<file path="config.mk">
export PLATFORM = sky130hd
export DESIGN_NAME = pcpi_issue_ctrl
export DESIGN_NICKNAME = d
export VERILOG_FILES = /design/src/rtl/pcpi_issue_ctrl.sv
export SDC_FILE = /design/constraint.sdc
export NUM_CORES = 1
export LEC_CHECK = 0
export BUFFER_PORTS_ARGS = -buffer_cell sky130_fd_sc_hd__clkbuf_2
export CAP_MARGIN = 20
export CORE_MARGIN = 3
export CORE_UTILIZATION = 40
export CTS_CLUSTER_SIZE = 16
export DETAILED_ROUTE_END_ITERATION = 10
export GPL_ROUTABILITY_DRIVEN = 0
export GPL_TIMING_DRIVEN = 0
export PLACE_DENSITY = 0.71
export SLEW_MARGIN = 20
export SYNTH_ARGS = -nofsm -noshare
export SYNTH_HDL_FRONTEND = slang
export SYNTH_SLANG_ARGS = --single-unit
</file>
<file path="constraint.sdc">
create_clock -name clk -period 3 [get_ports clk]
set_clock_uncertainty 0.05 [all_clocks]
set_input_delay 0.6 -clock clk [delete_from_list [all_inputs] [get_ports clk]]
set_output_delay 0.6 -clock clk [all_outputs]
set_load 0.01 [all_outputs]
</file>
<file path="src/rtl/pcpi_issue_ctrl.sv">
// pcpi_issue_ctrl
//   Issues one core instruction at a time to the PCPI coprocessor bus and
//   returns the result. If no coprocessor answers in time, it returns an
//   "illegal instruction" response.
//
//   Parameter
//     TIMEOUT_CYCLES : consecutive BUSY cycles with neither wait nor ready
//                      before the instruction counts as illegal (2..255)
//
//   Ports
//     clk, resetn          : clock; synchronous active-low reset
//     cmd_valid/cmd_ready  : command handshake from the core
//     cmd_insn/rs1/rs2     : instruction word and operands
//     pcpi_valid           : request strobe to the coprocessors
//     pcpi_insn/rs1/rs2    : latched copy of the accepted command
//     pcpi_wr/rd/wait/ready: coprocessor response
//     rsp_valid/rsp_ready  : result handshake to the core
//     rsp_wr/rd/illegal    : captured write-enable, result and timeout flag
module pcpi_issue_ctrl #(
  parameter int unsigned TIMEOUT_CYCLES = 16
) (
  input  logic        clk,
  input  logic        resetn,
  input  logic        cmd_valid,
  output logic        cmd_ready,
  input  logic [31:0] cmd_insn,
  input  logic [31:0] cmd_rs1,
  input  logic [31:0] cmd_rs2,
  output logic        pcpi_valid,
  output logic [31:0] pcpi_insn,
  output logic [31:0] pcpi_rs1,
  output logic [31:0] pcpi_rs2,
  input  logic        pcpi_wr,
  input  logic [31:0] pcpi_rd,
  input  logic        pcpi_wait,
  input  logic        pcpi_ready,
  output logic        rsp_valid,
  input  logic        rsp_ready,
  output logic        rsp_wr,
  output logic [31:0] rsp_rd,
  output logic        rsp_illegal
);

  typedef enum logic [1:0] {IDLE, BUSY, RESP} state_t;

  localparam logic [7:0] LP_LAST = 8'(TIMEOUT_CYCLES - 1);

  state_t      r_state;
  state_t      w_next;
  logic [7:0]  r_cnt;
  logic [31:0] r_insn;
  logic [31:0] r_rs1;
  logic [31:0] r_rs2;
  logic        r_rsp_wr;
  logic [31:0] r_rsp_rd;
  logic        r_rsp_illegal;
  logic        w_accept;
  logic        w_done;
  logic        w_timeout;

  always_comb begin
    w_next    = r_state;
    w_accept  = 1'b0;
    w_done    = 1'b0;
    w_timeout = 1'b0;
    case (r_state)
      IDLE: begin
        if (cmd_valid) begin
          w_accept = 1'b1;
          w_next   = BUSY;
        end
      end
      BUSY: begin
        // ready wins over both wait and a coinciding timeout
        if (pcpi_ready) begin
          w_done = 1'b1;
          w_next = RESP;
        end else if (!pcpi_wait && (r_cnt == LP_LAST)) begin
          w_timeout = 1'b1;
          w_next    = RESP;
        end
      end
      RESP: begin
        if (rsp_ready) w_next = IDLE;
      end
      default: w_next = IDLE;
    endcase
  end

  always_ff @(posedge clk) begin
    if (!resetn) begin
      r_state       <= IDLE;
      r_cnt         <= '0;
      r_insn        <= '0;
      r_rs1         <= '0;
      r_rs2         <= '0;
      r_rsp_wr      <= 1'b0;
      r_rsp_rd      <= '0;
      r_rsp_illegal <= 1'b0;
    end else begin
      r_state <= w_next;
      if (w_accept) begin
        r_insn <= cmd_insn;
        r_rs1  <= cmd_rs1;
        r_rs2  <= cmd_rs2;
        r_cnt  <= '0;
      end
      if (r_state == BUSY) begin
        if (w_done) begin
          r_rsp_wr      <= pcpi_wr;
          r_rsp_rd      <= pcpi_rd;
          r_rsp_illegal <= 1'b0;
        end else if (pcpi_wait) begin
          r_cnt <= '0;
        end else begin
          r_cnt <= r_cnt + 8'd1;
          if (w_timeout) begin
            r_rsp_wr      <= 1'b0;
            r_rsp_rd      <= '0;
            r_rsp_illegal <= 1'b1;
          end
        end
      end
    end
  end

  assign cmd_ready   = (r_state == IDLE);
  assign pcpi_valid  = (r_state == BUSY);
  assign rsp_valid   = (r_state == RESP);
  assign pcpi_insn   = r_insn;
  assign pcpi_rs1    = r_rs1;
  assign pcpi_rs2    = r_rs2;
  assign rsp_wr      = r_rsp_wr;
  assign rsp_rd      = r_rsp_rd;
  assign rsp_illegal = r_rsp_illegal;

endmodule

</file>
Word-level counts from Yosys, hierarchy flattened
Index checks and enable logic that the tools add are counted.
W data, S select, Z words.
{"block": "op_classes", "addsub": 1, "mul": 0, "div_mod_pow": 0, "order_cmp": 0, "eq_ne": 7, "n_shift": 0, "muxes": 25, "n_bitwise": 0, "reduce_logical": 6}
{"op": "$mux W32", "count": 3}
{"op": "$mux W8", "count": 4}
{"op": "$mux W1", "count": 13}
{"op": "$add A8 B1 Y8 const B", "count": 1}
{"op": "$eq A8 B4 Y1 const B", "count": 1}
{"op": "$mux W2", "count": 4}
{"op": "$pmux W2 S3", "count": 1}
{"op": "$reduce_and A3 Y1", "count": 2}
{"op": "$ne A2 B1 Y1 const B", "count": 2}
{"op": "$ne A3 B1 Y1 const B", "count": 1}
{"op": "$eq A2 B1 Y1 const B", "count": 1}
{"op": "$eq A2 B2 Y1 const B", "count": 1}
{"op": "$logic_not A2 Y1", "count": 1}
{"op": "$ne A2 B2 Y1 const B", "count": 1}
{"op": "$reduce_bool A2 Y1", "count": 1}
{"op": "$logic_and A1 B1 Y1", "count": 1}
{"op": "$logic_not A1 Y1", "count": 1}
{"block": "totals", "ff_bits": 140, "latchBits": 0, "ramBits": 0, "rom_bits": 0, "input_bits": 135, "out_inout_bits": 133, "wordCells": 47, "memories": 0}

Longest topological paths before layout
Gate-level depths: netlist (run 1).
{"block": "logic_depth", "word_depth": 8, "ltp_mapped": 7, "ltp_nobuf": 4}

Worst setup path after synthesis (run 1)
OpenSTA, ideal clock, no wires.
{"block": "synth_path", "path_type": "input to register", "startpoint": "in pcpi_wait", "endpoint": "reg r_rsp_illegal, in the netlist rsp_illegal", "setup_ns": 0.096, "arrival_time_ns": 1.813, "required_ns": 2.854, "setup_slack_ns": 1.041, "stages": 4, "n_path_buf": 1, "path_cell_list": "or4_1 -> buf_2 -> or3_4 -> o41ai_2"}
{"block": "synth_between", "elab_chain_len": 7, "elab_cells_between_ends": 8, "classes_between": "eq/ne: 1; mux: 3; reduce/logical: 4"}
{"element": "from (decl)", "line_no": "35", "rtl": "input logic pcpi_wait,"}
{"element": "$logic_not A1 Y1", "line_no": "78", "rtl": "end else if (!pcpi_wait && (r_cnt == LP_LAST)) begin"}
{"element": "$logic_and A1 B1 Y1", "line_no": "78"}
{"element": "$mux W1", "line_no": "78"}
{"element": "$mux W1", "line_no": "75", "rtl": "if (pcpi_ready) begin"}
{"element": "$mux W1", "line_no": "66", "rtl": "case (r_state)"}
{"element": "$reduce_bool A2 Y1 (no line)"}
{"element": "$reduce_and A3 Y1 (no line) (*)"}
{"element": "to (signal assigned)", "line_no": "99", "rtl": "r_rsp_illegal <= 1'b0;"}
{"element": "to (signal assigned)", "line_no": "112", "rtl": "r_rsp_illegal <= 1'b0;"}
{"element": "to (signal assigned)", "line_no": "120", "rtl": "r_rsp_illegal <= 1'b1;"}
{"element": "to (decl)", "line_no": "56", "rtl": "logic r_rsp_illegal;"}
Mark *: on every way between the ends. The rest lies on a longest branch, timed or not.
A chain may end at the register's enable or synchronous reset.

Final worst setup path (run 1)
{"block": "layout_path", "startpoint": "reg r_state[1]", "endpoint": "out pcpi_valid"}
{"block": "layout_between", "elab_chain_len": 1}
{"element": "from (decl)", "line_no": "48", "rtl": "state_t r_state;"}
{"element": "from (signal assigned)", "line_no": "101", "rtl": "r_state <= w_next;"}
{"element": "$eq A2 B1 Y1", "line_no": "128", "rtl": "assign pcpi_valid = (r_state == BUSY);"}
{"element": "to (decl)", "line_no": "29", "rtl": "output logic pcpi_valid,"}
No other way between the ends.

==> metrics, run 1 <==
CTS root buffer clkbuf_16; Post-synth EDFFs 0; Mapped Cells 683; Worst EP required 2.35 ns; Worst EP arrival 1.92 ns; Max Freq 389 MHz; first-pass GRT wire length 25500 µm; clock latency on the worst-skew pair 0.40 ns; share of cells above drive strength 1 0.317; syn avg cell area 7.97 µm²; vias per cell 5.07; Clock Pin Slew Worst Setup and Hold Paths 0.06 ns; most used cell, CP buf_2; simple-gate portion of the synthesized area 0.228; Hold Vio Cnt, Final 0; DR iter-0 viols 379; Routed Antenna Nets 0; # Post-CTS Setup Buffers 0; Hold Path Cell Cnt 3; Max Slew Vio Count 0; Chip Width 123 µm; row count 41; DP HPWL 12400 µm; post-synthesis sequential area ratio 0.515; ys async rst share 0; # nets final 1104; CTS buffer count 17; drt first pass iters 4; Synth Cell Area 5450 µm²; WL/cell 14.5 µm; post-synthesis mux area share 0; synth unique cells 37; Peak supply drop 0.000372 V; Die Ht 123 µm; Synth Net Count 819; Synth Area in Adders 0.00230; Longest Clk Path Bufs 2; ys flop type dfxtp_1; slowest cell on the critical path dfxtp_1; antenna violations before repair 0; die area 15000 µm²; CTS H-tree depth 4; DRC 0; setup TNS 0 ns; worst-margin pin slew 0.702 ns; minimum clock period 2.57 ns; final instance count without filler cells 1153; Ys Warns 0; status complete, no violations; Slew HR 0.528; Min-Delay Path Class in -> reg; pwr/cell area 626 nW/µm²; Starting Density 0.420; cell total after placement 1121; r2r worst-path depth 6; final WL 16700 µm; multi-input logic area 2380 µm²; P_leak 3.29 nW; hold buffers post-CTS 0; crit path launch type register; complex-gate fraction of the synthesized area 0.207; CTS tree yes; leading area contributor after synthesis dfxtp_1; RSZ-0062 raised after global routing no; largest net degree at the start of global routing 17; critical path class reg -> out; Via Count 5848; CP max stage delay 0.32 ns; I/O pins 268; crit-path max FO 10; Max Cap Viol 0; Crit. End Element output port; Area Overhead vs Synth 39.3%; GRT Residual Overflow 0; flops & latches, synth 140; GRT Util Overall 0.212; Fillers 1207; IO Port Bufs 266; Setup Viol. Count Final 0; Synth Area in XOR/XNOR 0; top-area cell type share of the netlist area 0.515; crit-path cells buf_2 > nand2b_1 > buf_2 > clkinv_1 > buf_2 > clkbuf_2; combinational family with the most area after synthesis simple AND/OR/NAND/NOR gates; CTS resizes 0; number of antenna repair diodes 0; vias in the first global route 5246; Final period util 0.856; most area-consuming cells after synthesis dfxtp_1, nand2_1, a21oi_1; Register Area 2800 µm²; total core area 13000 µm²; clock sink count 140
==> synth_stat cells (2+ instances only) <==
library cell / n
nand2_1: 231
dfxtp_1: 140
a21oi_1: 101
clkbuf_1: 50
nand3_1: 37
a31oi_1: 34
o311ai_0: 33
buf_1: 7
buf_2: 7
a311oi_1: 3
and2_1: 3
nand2b_1: 3
nor2_1: 3
nor2b_1: 3
o31ai_1: 3
nand4_1: 2
o211ai_1: 2
o221ai_1: 2
==> layout make-up <==
cell class	count	share of cell area
Sequential cell	140	0.370
Tap cell	172	0.0284
Buffer	64	0.0328
Clock buffer	20	0.0589
Multi-Input combinational cell	476	0.314
Timing Repair Buffer	266	0.176
Clock inverter	12	0.0193
Inverter	3	0.00148
==> cells by family (layout without fill, tap and decap cells) <==
family,Yosys count,in the layout
DFF,140,140
AOI/OAI and AO/OA,182,182
buffers and inverters,67,365
adders and majority gates,1,1
and+or+nand+nor,293,293
==> state kept, by name (all words and copies together), names as in the netlist <==
register,count
pcpi_insn,32
pcpi_rs1,32
pcpi_rs2,32
rsp_rd,32
r_cnt,8
r_state,2
rsp_illegal,1
rsp_wr,1
==> path summary, 6_finish.rpt <==
kind	slack (ns)	start	end
max reg2reg	0.86	r_state[1]	pcpi_rs2[28]
min	0.36	cmd_rs1[22]	pcpi_rs1[22]
min reg2reg	0.40	pcpi_rs2[5]	pcpi_rs2[5]
max	0.43	r_state[1]	pcpi_valid
==> placed cells by master, fill, tap and decap left out, drive strengths merged <==
master,Yosys,layout
a21oi,101,101
a311oi,3,3
a31oi,34,34
a41oi,1,1
and2,3,3
and3,2,2
and4,1,1
buf,14,14
bufinv,0,3
clkbuf,50,336
clkinv,1,7
clkinvlp,0,3
dfxtp,140,140
ha,1,1
inv,2,2
nand2,231,231
nand2b,3,3
nand3,37,37
nand4,2,2
nor2,3,3
nor2b,3,3
nor3,1,1
nor3b,2,2
nor4b,1,1
o211a,1,1
o211ai,2,2
o21ai,1,1
o221ai,2,2
o311ai,33,33
o31ai,3,3
o41ai,1,1
or3,1,1
or3b,1,1
or4,1,1
or4b,1,1
==> routing by layer <==
layer | share of wire | vias to the layer above | GRT usage | wire, µm
li1 | - | 2955 | - | -
met1 | 0.42 | 2677 | 0.257 | 6930
met2 | 0.50 | 208 | 0.354 | 8260
met3 | 0.080 | 8 | 0.0714 | 1330
met4 | 0.0085 | 0 | 0.0700 | 142
met5 | 0 | - | 0 | 0
==> worst max-delay path: cells and delay by family (launching register included) <==
family                 cells  cell delay [ns]
and+or+nand+nor            1             0.13
DFF                        1             0.32
buffers and inverters      5             1.07
==> where the power goes <==
| part | internal [mW] | switching [mW] |
|---|---|---|
| clock | 1.32 | 0.758 |
| combinational | 0.246 | 0.380 |
| sequential | 1.98 | 0.0659 |
| total | 3.55 | 1.20 |
==> through the flow <==
| stage | hold slack, ns | total power, mW | util | worst slack (ns) | cell area, µm² |
|---|---|---|---|---|---|
| after floorplan | 0.431 | 2.41 | - | 1.04 | 5450 |
| after global placement | 0.392 | 2.71 | 0.539 | 0.737 | 6990 |
| after detailed placement | 0.396 | 2.71 | 0.539 | 0.676 | 6990 |
| after CTS | 0.341 | 4.81 | 0.584 | 0.388 | 7580 |
| after global routing | 0.349 | 4.97 | 0.584 | 0.250 | 7580 |
| final | 0.362 | 4.75 | 0.584 | 0.431 | 7580 |
No activity file was read; power rests on OpenSTA's default activity.
==> run 2: changes to the inputs <==
- CORE_ASPECT_RATIO: unset -> 2
- clock period: 3 -> 2.72 ns (I/O delays scaled with it)
==> run 2 against run 1 <==
Net effect: register-to-register slack worse by 0.19 ns; clock-buffer cell count is 2 lower; via count is 0.80% higher; cell count is 1.7% lower; critical path depth stayed put; first-iteration DRC count is 64% lower; clock power is 25% higher; global-route usage is 2.1 points higher; flip-flop and latch count stayed put; sequential share of layout area is 0.21 points lower; worst hold slack worse by 0.061 ns; highest routed layer unchanged.
==> metrics, run 2 (synthesis gave the netlist of run 1 again) <==
status complete, no violations; I/O pins 268; Hold Slack 0.301 ns; Comb pwr share 0.126; r2r worst-path depth 6; Starting Density 0.414; commonest cells after routing, fill and taps aside clkbuf_2, nand2_1, dfxtp_1; setup TNS 0 ns; Peak supply drop 0.000423 V; antenna violations before repair 0; CTS root buffer clkbuf_16; crit-path cells buf_2 > nand2b_1 > buf_2 > clkinv_1 > buf_2 > clkbuf_2; R2R Setup Slk 0.67 ns; Max Cap Viol 0; P_leak 3.32 nW; final instance count without filler cells 1133; sw power 1.44 mW; final WL 18000 µm; clock share of power 0.468; Min-Delay Path Class in -> reg; Hold Path Sink pcpi_rs1[15]; WL/cell 15.9 µm; CTS H-tree depth 4; Setup Viol. Count Final 0; CTS tree yes; commonest non-fill, non-tap cell in the layout clkbuf_2; total core area 13100 µm²; crit path launch type register; reg2reg end pcpi_rs1[5]; clock latency on the worst-skew pair 0.41 ns; reg2reg start r_state[1]; Power Internal 4.11 mW; vias per cell 5.20; minimum clock period 2.52 ns; Area Overhead vs Synth 40.1%; Fillers 1308; critical path class reg -> out; DR iter-0 viols 138; Hold Path Cell Cnt 3; Max Slew Vio Count 0; Longest Clk Path Bufs 2; largest net degree at the start of global routing 17; row count 59; RSZ-0062 raised after global routing no; drt first pass iters 4; vias in the first global route 5583; Routed Antenna Nets 0; CP max stage delay 0.32 ns; Hold Vio Cnt, Final 0; worst-margin pin slew 0.670 ns; Via Count 5895; Worst EP required 2.13 ns; DRC 0; crit-path max FO 10; GRT Residual Overflow 0; # Post-CTS Setup Buffers 0; slowest cell on the critical path dfxtp_1; CTS resizes 0; Placement Cell Area 6970 µm²; Max Freq 397 MHz; cell total after placement 1101; hold buffers post-CTS 0; most used cell, CP buf_2; pwr/cell area 727 nW/µm²; Crit. End Element output port; share of cells above drive strength 1 0.318; sequential share of power 0.406; Final Cell Area 7630 µm²; Hold Crit Start cmd_rs1[15]; Slew HR 0.550; die area 15100 µm²; Worst EP arrival 1.93 ns; GRT Util Overall 0.233; Clock Pin Slew Worst Setup and Hold Paths 0.06 ns; Die Ht 171 µm; Final period util 0.926; CTS buffer count 17; clock sink count 140; # nets final 1104; net switching fraction of the power 0.260; first-pass GRT wire length 27800 µm; total power 5.55 mW; IO Port Bufs 266; number of antenna repair diodes 0; DP HPWL 14200 µm; Chip Width 88.5 µm
==> run 2: layout make-up <==
cell class,instances,area (µm²),share of cell area
multi-input combinational,476,2380,0.312
sequential,140,2800,0.367
inverter,3,11.3,0.00148
clock buffer,18,429,0.0563
buffer,64,249,0.0326
tap,152,190,0.0249
timing repair buffer,266,1330,0.175
clock inverter,14,233,0.0305
==> run 2: power groups by stage <==
stage	logic [mW]	clock network, mW	registers (mW)
6_report	0.701	2.60	2.25
5_1_grt	0.782	2.76	2.27
4_1_cts	0.710	2.65	2.25
3_5_place_dp	0.708	0	2.30
3_3_place_gp	0.703	0	2.29
2_1_floorplan	0.308	0	2.35
==> run 2: critical path: cells and delay by family (launching register included) <==
| family | cells | cell delay [ns] |
|---|---|---|
| buffers and inverters | 5 | 1.08 |
| DFF | 1 | 0.32 |
| and+or+nand+nor | 1 | 0.13 |
==> run 2: metrics by stage <==
step	util	setup slack [ns]
finish	0.581	0.201
global route	0.581	0.0528
CTS	0.581	0.175
detailed placement	0.530	0.448
global placement	0.530	0.469
floorplan	-	0.817
==> run 2: routing by layer <==
layer  vias to the layer above  part of all wire  track usage
met2                       244              0.55        0.448
met5                         -                 0            0
li1                       2951                 -            -
met3                        30             0.081       0.0680
met4                         0             0.028       0.0947
met1                      2670              0.34        0.222
==> run 2: worst max-delay path by stage <==
stage | from | endpoint | slack, ns | cells after the start
finish | r_state[1] | pcpi_valid | 0.20 | 6
global route | r_state[1] | pcpi_valid | 0.05 | 6
CTS | r_state[1] | pcpi_valid | 0.18 | 6
detailed placement | cmd_valid | pcpi_rs1[24] | 0.45 | 6
global placement | resetn | pcpi_rs1[9] | 0.47 | 5
floorplan | pcpi_wait | rsp_illegal | 0.82 | 4
